==> src/rtl/elbeth_mem_arbiter.sv <==
// elbeth_mem_arbiter: shares one single-ported memory bus between the
// instruction fetch port and the data port. Data has fixed priority.
// The winning request is latched into registered bus outputs and held
// until the memory answers. An IDLE cycle always separates two accesses.
//
// Optional feature: define ELBETH_ARB_TIMEOUT_EN to build a busy-cycle
// counter. It forces an error completion after TIMEOUT busy cycles
// without mem_ready. When the macro is undefined, BUSY waits indefinitely.
//
// state  | meaning
// IDLE   | no access on the bus; sample requests (data first)
// BUSY_I | fetch access on the bus, waiting for mem_ready
// BUSY_D | data access on the bus, waiting for mem_ready
module elbeth_mem_arbiter #(
  parameter int ADDR_WIDTH = 32,
  parameter int DATA_WIDTH = 32,
  parameter int TIMEOUT    = 64
) (
  input  logic                  clk,
  input  logic                  rst,
  input  logic [ADDR_WIDTH-1:0] imem_addr,
  input  logic                  imem_en,
  output logic [DATA_WIDTH-1:0] imem_data,
  output logic                  imem_ready,
  output logic                  imem_error,
  input  logic [ADDR_WIDTH-1:0] dmem_addr,
  input  logic                  dmem_en,
  input  logic [3:0]            dmem_rw,
  input  logic [DATA_WIDTH-1:0] dmem_data_w,
  output logic [DATA_WIDTH-1:0] dmem_data_r,
  output logic                  dmem_ready,
  output logic                  dmem_error,
  output logic [ADDR_WIDTH-1:0] mem_addr,
  output logic                  mem_en,
  output logic [3:0]            mem_rw,
  output logic [DATA_WIDTH-1:0] mem_data_w,
  input  logic [DATA_WIDTH-1:0] mem_data_r,
  input  logic                  mem_ready,
  input  logic                  mem_error
);

  typedef enum logic [1:0] {
    S_IDLE   = 2'd0,
    S_BUSY_I = 2'd1,
    S_BUSY_D = 2'd2
  } state_t;

  state_t                r_state;
  logic [ADDR_WIDTH-1:0] r_mem_addr;
  logic                  r_mem_en;
  logic [3:0]            r_mem_rw;
  logic [DATA_WIDTH-1:0] r_mem_data_w;

  logic w_busy;
  logic w_timeout;
  logic w_done;
  logic w_err;

  assign w_busy = (r_state != S_IDLE);

`ifdef ELBETH_ARB_TIMEOUT_EN
  localparam int CW = (TIMEOUT > 2) ? $clog2(TIMEOUT) : 1;

  logic [CW-1:0] r_cnt;

  // Busy-cycle counter: zero in IDLE so it starts cleared on BUSY entry.
  always_ff @(posedge clk or negedge rst) begin
    if (!rst) begin
      r_cnt <= '0;
    end else if (!w_busy) begin
      r_cnt <= '0;
    end else if (!mem_ready) begin
      r_cnt <= r_cnt + CW'(1);
    end
  end

  // A real mem_ready in the last allowed cycle wins over the timeout.
  assign w_timeout = w_busy & ~mem_ready & (r_cnt == CW'(TIMEOUT - 1));
`else
  assign w_timeout = 1'b0;
`endif

  assign w_done = w_busy & (mem_ready | w_timeout);
  assign w_err  = (mem_ready & mem_error) | w_timeout;

  // Arbitration and bus registers; a completion always returns to IDLE.
  always_ff @(posedge clk or negedge rst) begin
    if (!rst) begin
      r_state      <= S_IDLE;
      r_mem_addr   <= '0;
      r_mem_en     <= 1'b0;
      r_mem_rw     <= 4'b0000;
      r_mem_data_w <= '0;
    end else begin
      case (r_state)
        S_IDLE: begin
          if (dmem_en) begin
            r_state      <= S_BUSY_D;
            r_mem_en     <= 1'b1;
            r_mem_addr   <= dmem_addr;
            r_mem_rw     <= dmem_rw;
            r_mem_data_w <= dmem_data_w;
          end else if (imem_en) begin
            r_state      <= S_BUSY_I;
            r_mem_en     <= 1'b1;
            r_mem_addr   <= imem_addr;
            r_mem_rw     <= 4'b0000;
            r_mem_data_w <= '0;
          end else begin
            r_mem_en <= 1'b0;
          end
        end
        S_BUSY_I, S_BUSY_D: begin
          if (w_done) begin
            r_state  <= S_IDLE;
            r_mem_en <= 1'b0;
          end
        end
        default: begin
          r_state  <= S_IDLE;
          r_mem_en <= 1'b0;
        end
      endcase
    end
  end

  // Responses are gated by the requester's own en so a flushed access
  // completes on the bus without producing a ready pulse.
  always_comb begin
    imem_ready = (r_state == S_BUSY_I) & w_done & imem_en;
    dmem_ready = (r_state == S_BUSY_D) & w_done & dmem_en;
    imem_error = imem_ready & w_err;
    dmem_error = dmem_ready & w_err;
  end

  assign imem_data   = mem_data_r;
  assign dmem_data_r = mem_data_r;

  assign mem_addr   = r_mem_addr;
  assign mem_en     = r_mem_en;
  assign mem_rw     = r_mem_rw;
  assign mem_data_w = r_mem_data_w;

endmodule

==> config.mk <==
export PLATFORM = sky130hd
export DESIGN_NAME = elbeth_mem_arbiter
export DESIGN_NICKNAME = d
export VERILOG_FILES = /design/src/rtl/elbeth_mem_arbiter.sv
export SDC_FILE = /design/constraint.sdc
export NUM_CORES = 1
export LEC_CHECK = 0
export ABC_AREA = 1
export CORE_MARGIN = 2
export CORE_UTILIZATION = 34
export DETAILED_ROUTE_END_ITERATION = 7
export GPL_TIMING_DRIVEN = 0
export PLACE_DENSITY = 0.86
export SYNTH_ARGS = -nofsm -noshare
export SYNTH_HDL_FRONTEND = slang
export SYNTH_SLANG_ARGS = --single-unit
==> constraint.sdc <==
create_clock -name clk -period 2 [get_ports clk]
set_clock_uncertainty 0.15 [all_clocks]
set_input_delay 0.2 -clock clk [delete_from_list [all_inputs] [get_ports clk]]
set_output_delay 0.2 -clock clk [all_outputs]
set_load 0.01 [all_outputs]
==> results.cfg, run 1 <==
[worst_setup_path]
reg2reg_slack_ps = 440
end_kind = primary output
reg2reg_to = mem_addr[19]$_DFFE_PN0P_
rr_startpoint = r_state[1]$_DFFE_PN0P_
max_stage_delay_ps = 370
worstPathCellList = inv_1, ha_4, inv_2, nand4_1, inv_1, dlygate4sd2_1
r2r_cells = 7
critPathLaunchType = flop
critPathKind = reg -> out
critPathSlowestCell = dfrtp_1
cp_data_required_time_ps = 1650
cp_data_arrival_time_ps = 1540
critical_path.max_fanout = 4
crit_top_cell = inv_1

[clocking]
ctsLongestPathBuffers = 2
htree_num_levels = 3
cts_sinks = 71
cts_root_buf = clkbuf_8
clkSlewWorstSetupHoldPaths_ps = 70
clk_latency_ps = 320
cts_tree = done
cts_buffers = 9

[cells_and_area]
area_delta_synth_final_pct = 75.3
stdcell_count = 880
final_common_cell = nand2_1
antennaDiodeCount = 0
layout-drive-gt1-share_pct = 14.5
most-common-layout-cells = nand2_1 (310), clkdlybuf4s50_1 (236), dfrtp_1 (71)
utilization_pct = 61.7
final_nets = 882
final_area_um2 = 6430

[timing]
setup_viol = 0
setup-tns-final_ps = 0
fmax_mhz = 530
report.final.slew_viol_count = 0
finalHoldViolations = 0
max_slew_margin_pct = 40.4
layout_setup_ws_ps = 113
min_period_ps = 1890
worst_pin_slew_ps = 894
hold_ws_ps = 146
rsz0062_at_grt = no
fin_crit_sh_pct = 94.3

[placed_design]
post-place-cells = 864
placed_cell_area_um2 = 6250
hpwl_um = 9520
place_congestion = 0.777
portBuffers = 241
place_worst_setup_slack_ps = -98.7

[synth]
yosysUniqueCellTypes = 16
avgSynthCellArea_um2 = 7.53
synth_top_area_share_pct = 48.4
synth.top_cells.by_area = dfrtp_1 (48%), nand2_1 (32%), buf_4 (14%), buf_2 (2.2%), ha_1 (1.0%)
synth.cell_area_um2 = 3670
ys_warn_count = 0
synth_area_leader_cell = dfrtp_1
seq_area_frac_synth_pct = 48.4
synth_seq_cells = 71
syn_nets = 628
syn_inst = 487

[route]
route.vias.total = 3874
remaining_drc_errors = 0
wl_per_cell_um = 13.5
routed_via_density = 4.40
ant_nets = 0
drt-pass1-iter-count = 5
drt_iter0_markers = 163
drt-total-wl_um = 11900

[worst_hold_path]
hold_start = dmem_en
hold_path_class = in -> reg
min_path_cells = 5
whs_endpoint = mem_addr[5]$_DFFE_PN0P_

[grt]
grt_use_met3_pct = 5.51
grt_max_degree = 72
grt_pass1_vias = 3882
grt_pass1_wl_um = 18400
grt_usage_pct = 20.2
antenna_found_initial = 0
busiest_layer = met2
grtUsageMet1_pct = 22.2
grtUsageMet2_pct = 37.7
grt_overflow = 0

[floorplanning]
core_um2 = 10400
die-area_um2 = 11600
row_count = 37
die_width_um = 108
pin_count = 275
initial_core_util_pct = 35.2
die_y_um = 108

[power_and_ir_drop]
power_density_nw_per_um2 = 1110
p_clk_share_pct = 13.0
ir_worst_vdd_mv = 0.486
p_int_mw = 4.53
netSwitchingPower_mw = 2.64
combPwrFrac_pct = 52.0
p_seq_share_pct = 35.0
power_mw = 7.17
p_leak_nw = 3.28
p_sw_share_pct = 36.8

[flow_run]
cap_violations = 0

[status]
status = finished, final reports clean
## worst max-delay path by stage
stage,start,end,slack (ps),cells after the start
floorplan,r_state[0]$_DFFE_PN0P_,imem_error,490,5
global placement,rst,mem_data_w[17]$_DFFE_PN0P_,-1730,1
detailed placement,r_state[0]$_DFFE_PN0P_,imem_error,-100,6
CTS,r_state[1]$_DFFE_PN0P_,imem_ready,1,6
global route,r_state[1]$_DFFE_PN0P_,dmem_ready,20,6
finish,r_state[1]$_DFFE_PN0P_,dmem_ready,110,6
## final cells by class
| cell class | instances | area, um2 |
|---|---|---|
| Tap cell | 136 | 170 |
| Timing Repair Buffer | 243 | 2420 |
| Sequential cell | 71 | 1780 |
| Multi-Input combinational cell | 324 | 1290 |
| Clock buffer | 9 | 124 |
| Fill cell | 897 | 3990 |
| Buffer | 84 | 591 |
| Clock inverter | 5 | 27.5 |
| Inverter | 8 | 30.0 |
## state kept, by name (all words and copies together), names as in the netlist
register    count
mem_addr       32
mem_data_w     32
mem_en          1
mem_rw          4
r_state         2
## synthesized netlist by cell type, drive strengths merged
library cell	number
ha	3
nor3	1
nand2	311
inv	8
nand3	2
nand4	1
nor2	4
buf	83
clkbuf	1
o21ai	2
dfrtp	71
## worst max-delay path, delay by kind of cell (launching register included)
| kind | cells | cell delay (ps) |
|---|---|---|
| buffers and inverters | 4 | 520 |
| flip-flops | 1 | 370 |
| adder cells (fa/ha/maj) | 1 | 190 |
| AND/OR/NAND/NOR | 1 | 130 |
## routing by layer
layer  up-vias  share of wire, %
li1       1890                 -
met1      1798                38
met2       173                53
met3        13               7.8
met4         0               1.2
met5         -                 0
## power groups by stage
stage / clock network, mW / registers [mW] / logic, mW
floorplan: 0 / 2.81 / 1.24
global placement: 0 / 2.49 / 3.62
detailed placement: 0 / 2.52 / 3.71
CTS: 0.956 / 2.51 / 3.75
global route: 1.02 / 2.59 / 4.09
finish: 0.933 / 2.51 / 3.72
## timing repair
action	CTS	global route
endpoints found under the setup margin	4	4
setup buffers	1	0
resized for setup	9	4
endpoints found under the hold margin	71	0
hold buffers	1	0
## cell families (layout without fill, tap and decap cells)
family / after synthesis / after routing / synth area share [%]
AO/OA/AOI/OAI: 2 / 2 / 0.580
buffers and inverters: 92 / 349 / 16.9
AND/OR/NAND/NOR: 319 / 319 / 33.0
adder cells (fa/ha/maj): 3 / 3 / 1.02
flip-flops: 71 / 71 / 48.4
No activity file was read; power rests on OpenSTA's default activity.
==> inputs of run 2 (changes only) <==
--- a/config.mk
+++ b/config.mk
@@ -6,11 +6,13 @@
 export NUM_CORES = 1
 export LEC_CHECK = 0
 export ABC_AREA = 1
+export CELL_PAD_IN_SITES_DETAIL_PLACEMENT = 0
+export CELL_PAD_IN_SITES_GLOBAL_PLACEMENT = 1
 export CORE_MARGIN = 2
-export CORE_UTILIZATION = 34
+export CORE_UTILIZATION = 22
 export DETAILED_ROUTE_END_ITERATION = 7
 export GPL_TIMING_DRIVEN = 0
-export PLACE_DENSITY = 0.86
+export PLACE_DENSITY = 0.84
 export SYNTH_ARGS = -nofsm -noshare
 export SYNTH_HDL_FRONTEND = slang
 export SYNTH_SLANG_ARGS = --single-unit
==> results.cfg, run 2 (synthesis gave the netlist of run 1 again) <==
[timing]
finalHoldViolations = 0
max_slew_margin_pct = 72.1
rsz0062_at_grt = no
setup-tns-final_ps = 0
fin_crit_sh_pct = 94.2
fmax_mhz = 531
min_period_ps = 1880
report.final.slew_viol_count = 0
worst_pin_slew_ps = 418
setup_viol = 0

[route]
wl_per_cell_um = 12.2
ant_nets = 0
routed_via_density = 3.79
route.vias.total = 3664
remaining_drc_errors = 0
drt-pass1-iter-count = 4
drt_iter0_markers = 89
drt-total-wl_um = 11800

[grt]
grt_overflow = 0
grt_pass1_wl_um = 18900
grt_max_degree = 44
grt_pass1_vias = 3686
antenna_found_initial = 0
grt_usage_pct = 13.6

[clocking]
cts_root_buf = clkbuf_16
cts_sinks = 71
clk_latency_ps = 330
cts_buffers = 9
cts_tree = done
clkSlewWorstSetupHoldPaths_ps = 60
ctsLongestPathBuffers = 2
htree_num_levels = 3

[flow_run]
cap_violations = 0

[worst_setup_path]
crit_top_cell = inv_2
cp_data_required_time_ps = 1650
critPathSlowestCell = dfrtp_1
cp_data_arrival_time_ps = 1530
reg2reg_slack_ps = 450
critPathKind = reg -> out
worstPathCellList = inv_2, ha_4, inv_2, nand2_1, nor2_1, dlygate4sd2_1
max_stage_delay_ps = 360
critPathLaunchType = flop
end_kind = primary output
critical_path.max_fanout = 4
crit_buf_inv = 3
cpLargestDelayFamily = buffers and inverters

[power_and_ir_drop]
p_leak_nw = 3.35
power_density_nw_per_um2 = 1150
ir_worst_vdd_mv = 0.435

[placed_design]
hpwl_um = 9210
place_congestion = 0.750
post-place-cells = 949
portBuffers = 241
placed_cell_area_um2 = 6380

[worst_hold_path]
hold_path_class = in -> reg

[status]
status = finished, final reports clean

[cells_and_area]
final_common_cell = nand2_1
stdcell_count = 967
most-common-layout-cells = nand2_1 (311), clkdlybuf4s50_1 (236), dfrtp_1 (71)
antennaDiodeCount = 0
seqCellArea_um2 = 1780
fill_cells = 1724
area_delta_synth_final_pct = 82.4
final_nets = 884
multi_input_area_um2 = 1280
final_area_um2 = 6690
layout-drive-gt1-share_pct = 14.6

[floorplanning]
core_um2 = 16500
row_count = 47
die_y_um = 133
die_width_um = 133
die-area_um2 = 17700
initial_core_util_pct = 22.3
pin_count = 275
run 2: through the flow:
step           setup WS [ps]  hold slack, ps  utilization (%)  power [mW]
3_5_place_dp           -85.2            14.7             38.7        6.26
3_3_place_gp           -2060             303             38.6        6.20
4_1_cts                0.525             129             40.7        7.87
5_1_grt                 18.4             182             40.6        8.31
6_report                 116             135             40.6        7.70
2_1_floorplan            491            -246                -        4.05
run 2: repair_timing:
action                                  in CTS  in global routing
endpoints found under the hold margin       28                  0
buffers inserted                             3                  0
pin swaps                                    0                  0
endpoints found under the setup margin       4                  4
hold buffers                                 1                  0
gates resized for setup                      9                  5
run 2: per-layer routing:
metal	vias up	part of all wire (%)	global-route usage [%]
met2	143	48	23.2
met3	9	7.4	4.19
li1	1898	-	-
met1	1614	43	16.4
met5	-	0	0
met4	0	1.3	4.43
run 2: worst paths after layout:
path | from | endpoint | cells after the start
setup / recovery | r_state[0]$_DFFE_PN0P_ | imem_ready | 6
hold / removal | dmem_en | mem_addr[6]$_DFFE_PN0P_ | 5
setup reg to reg | r_state[1]$_DFFE_PN0P_ | mem_data_w[19]$_DFFE_PN0P_ | 7
hold reg to reg | mem_data_w[22]$_DFFE_PN0P_ | mem_data_w[22]$_DFFE_PN0P_ | 2
max in group asynchronous | rst | mem_data_w[19]$_DFFE_PN0P_ | 3
min in group asynchronous | rst | mem_addr[29]$_DFFE_PN0P_ | 2
run 2: cell type report:
type,instances,share of cell area [%]
inverter,8,0.449
buffer,84,8.83
clock buffer,12,3.84
clock inverter,3,0.281
tap,220,4.12
timing repair buffer,245,36.7
multi-input combinational,324,19.2
sequential,71,26.6
run 2: power by group:
group / internal, mW / total, mW / switching, mW
Sequential: 2.12 / 2.48 / 0.356
Clock: 0.898 / 1.49 / 0.595
Combinational: 2.00 / 3.73 / 1.73
Total: 5.02 / 7.70 / 2.68
run 2: tightest hold or removal path, cell delays in order:
cell     delay (ps)
buf_4           170
nand2_1          70
nand2_1          40
nand2_1          50
nand2_1          40
==> inputs of run 3 (changes only) <==
--- a/config.mk
+++ b/config.mk
@@ -5,14 +5,14 @@
 export SDC_FILE = /design/constraint.sdc
 export NUM_CORES = 1
 export LEC_CHECK = 0
-export ABC_AREA = 1
 export CELL_PAD_IN_SITES_DETAIL_PLACEMENT = 0
 export CELL_PAD_IN_SITES_GLOBAL_PLACEMENT = 1
 export CORE_MARGIN = 2
-export CORE_UTILIZATION = 22
+export CORE_UTILIZATION = 24
 export DETAILED_ROUTE_END_ITERATION = 7
 export GPL_TIMING_DRIVEN = 0
-export PLACE_DENSITY = 0.84
+export PLACE_DENSITY = 0.87
+export SLEW_MARGIN = 40
 export SYNTH_ARGS = -nofsm -noshare
 export SYNTH_HDL_FRONTEND = slang
 export SYNTH_SLANG_ARGS = --single-unit
==> results.cfg, run 3 <==
[cells_and_area]
final_common_cell = clkdlybuf4s50_1
final_nets = 714
most-common-layout-cells = clkdlybuf4s50_1 (236), dfrtp_1 (71), buf_4 (68)
multi_input_area_um2 = 1120
area_delta_synth_final_pct = 84.3
stdcell_count = 762
antennaDiodeCount = 0
fill_cells = 1315
seqCellArea_um2 = 1780
layout-drive-gt1-share_pct = 22.0

[status]
status = finished, final reports clean

[synth]
synth_edf_count = 0
synth_flop_cell = dfrtp_1
synth_common_cells = dfrtp_1 (71), buf_4 (66), nor2_1 (64)
yosysUniqueCellTypes = 27
ys_warn_count = 0
synth_most_common_cell = dfrtp_1
syn_inst = 318
seq_area_frac_synth_pct = 50.0
synth.top_cells.by_area = dfrtp_1 (50%), buf_4 (14%), a22o_1 (8.9%), nor2_1 (6.8%), o32ai_2 (5.0%)
synth_seq_cells = 71
synth.cell_area_um2 = 3550
synth_area_leader_cell = dfrtp_1
async_flop_share_pct = 100
avgSynthCellArea_um2 = 11.2
synth_top_area_share_pct = 50.0
syn_nets = 459

[power_and_ir_drop]
p_int_mw = 5.22
power_density_nw_per_um2 = 1210
p_seq_share_pct = 30.9
netSwitchingPower_mw = 2.68
p_leak_nw = 2.76
combPwrFrac_pct = 48.3
p_sw_share_pct = 34.0
p_clk_share_pct = 20.8
power_mw = 7.90
ir_worst_vdd_mv = 0.584

[clocking]
clkSlewWorstSetupHoldPaths_ps = 60
cts_buffers = 9
htree_num_levels = 3
cts_root_buf = clkbuf_16
ctsLongestPathBuffers = 2
clk_latency_ps = 340
cts_sinks = 71
cts_tree = done

[worst_setup_path]
crit_buf_inv = 3
critical_path.max_fanout = 10
cpLargestDelayFamily = buffers and inverters
critPathKind = reg -> out
cp_data_required_time_ps = 1650
critPathSlowestCell = dfrtp_1
end_kind = primary output
worstPathCellList = inv_1, ha_2, buf_6, nor3_1, buf_2
critPathLaunchType = flop
max_stage_delay_ps = 360
cp_data_arrival_time_ps = 1550

[route]
routed_via_density = 4.38
remaining_drc_errors = 0
wl_per_cell_um = 16.0
route.vias.total = 3341
drt-total-wl_um = 12200
drt-pass1-iter-count = 4
ant_nets = 0
drt_iter0_markers = 121

[timing]
min_period_ps = 1900
report.final.slew_viol_count = 0
finalHoldViolations = 0
rsz0062_at_grt = no
fin_crit_sh_pct = 95.1
setup_viol = 0
worst_pin_slew_ps = 344
hold_ws_ps = 76.7
max_slew_margin_pct = 77.0
fmax_mhz = 526

[grt]
grt_pass1_vias = 3673
antenna_found_initial = 0
grt_usage_pct = 15.4
grt_pass1_wl_um = 19100
grt_max_degree = 42
grt_overflow = 0

[placed_design]
hpwl_um = 9460
place_congestion = 0.795
portBuffers = 241
post-place-cells = 744

[floorplanning]
die_y_um = 126
die-area_um2 = 15800
initial_core_util_pct = 24.5
die_width_um = 126
row_count = 44
core_um2 = 14500
pin_count = 275

[worst_hold_path]
hold_path_class = in -> reg

[flow_run]
cap_violations = 0
## run 3: changes by cell type in the layout (fill, tap and decap cells not counted), moves of 3 or more
cell,before,now
a22o_1,0,36
buf_2,16,13
buf_6,1,10
clkinvlp_4,0,3
nand2_1,311,4
nor2_1,3,64
o32ai_1,0,20
o32ai_2,0,11
## run 3: metal layers
layer	part of all wire, %	global-route usage, %	wire, um
met5	0	0	0
met4	1.8	6.34	217
met3	10	5.48	1220
met2	49	26.8	6000
met1	39	17.2	4750
## run 3: worst register-to-register path: stages (launching register included)
cell and delay, ps:
dfrtp_1 390, inv_1 110, ha_2 250, buf_6 180, o21ai_4 130, buf_2 220, a22o_1 200
## run 3: cell type report
cell class,count,share of cell area (%)
repair buffers,244,37.3
flip-flops and latches,71,27.2
multi-input cells,158,17.2
plain buffers,85,9.89
clock buffers,10,3.65
well taps,184,3.52
clock inverters,6,1.07
inverters,4,0.229
## run 3: repair_timing
item,CTS,global route
hold buffers,1,0
setup buffers,0,1
hold endpoints to repair,71,0
resized for setup,21,3
endpoints found under the setup margin,4,4
## run 3: kinds of logic after synthesis
family / share of synthesized area [%]
flip-flops: 50.0
adder cells (fa/ha/maj): 1.06
AO/OA/AOI/OAI: 21.0
AND/OR/NAND/NOR: 9.27
buffers and inverters: 18.6
## run 3: final timing paths
kind	from	slack (ps)	to	cells past startpoint
worst min-delay path	dmem_en	80	mem_addr[21]$_DFFE_PN0P_	4
min in group asynchronous	rst	150	mem_addr[11]$_DFFE_PN0P_	2
worst max-delay path	r_state[0]$_DFFE_PN0P_	100	imem_error	5
worst max register to register	r_state[0]$_DFFE_PN0P_	240	mem_data_w[30]$_DFFE_PN0P_	6
worst min register to register	mem_addr[25]$_DFFE_PN0P_	340	mem_addr[25]$_DFFE_PN0P_	2
max in group asynchronous	rst	1030	mem_addr[0]$_DFFE_PN0P_	3
## run 3: through the flow
| stage | worst slack (ps) | setup TNS [ps] | cell area, um2 | util, % |
|---|---|---|---|---|
| 6_report | 97.6 | 0 | 6540 | 45.2 |
| 5_1_grt | 0.254 | 0 | 6540 | 45.2 |
| 4_1_cts | 1.98 | 0 | 6520 | 45.1 |
| 3_5_place_dp | -207 | -527 | 6220 | 43.0 |
| 3_3_place_gp | -1960 | -139500 | 6190 | 42.8 |
| 2_1_floorplan | 417 | 0 | 3550 | - |
## run 3: power by group through the flow
stage	logic [mW]	registers [mW]	clock network, mW
floorplan	1.44	2.73	0
global placement	3.77	2.44	0
detailed placement	3.84	2.46	0
CTS	3.87	2.45	1.71
global route	4.11	2.53	1.77
finish	3.81	2.44	1.65
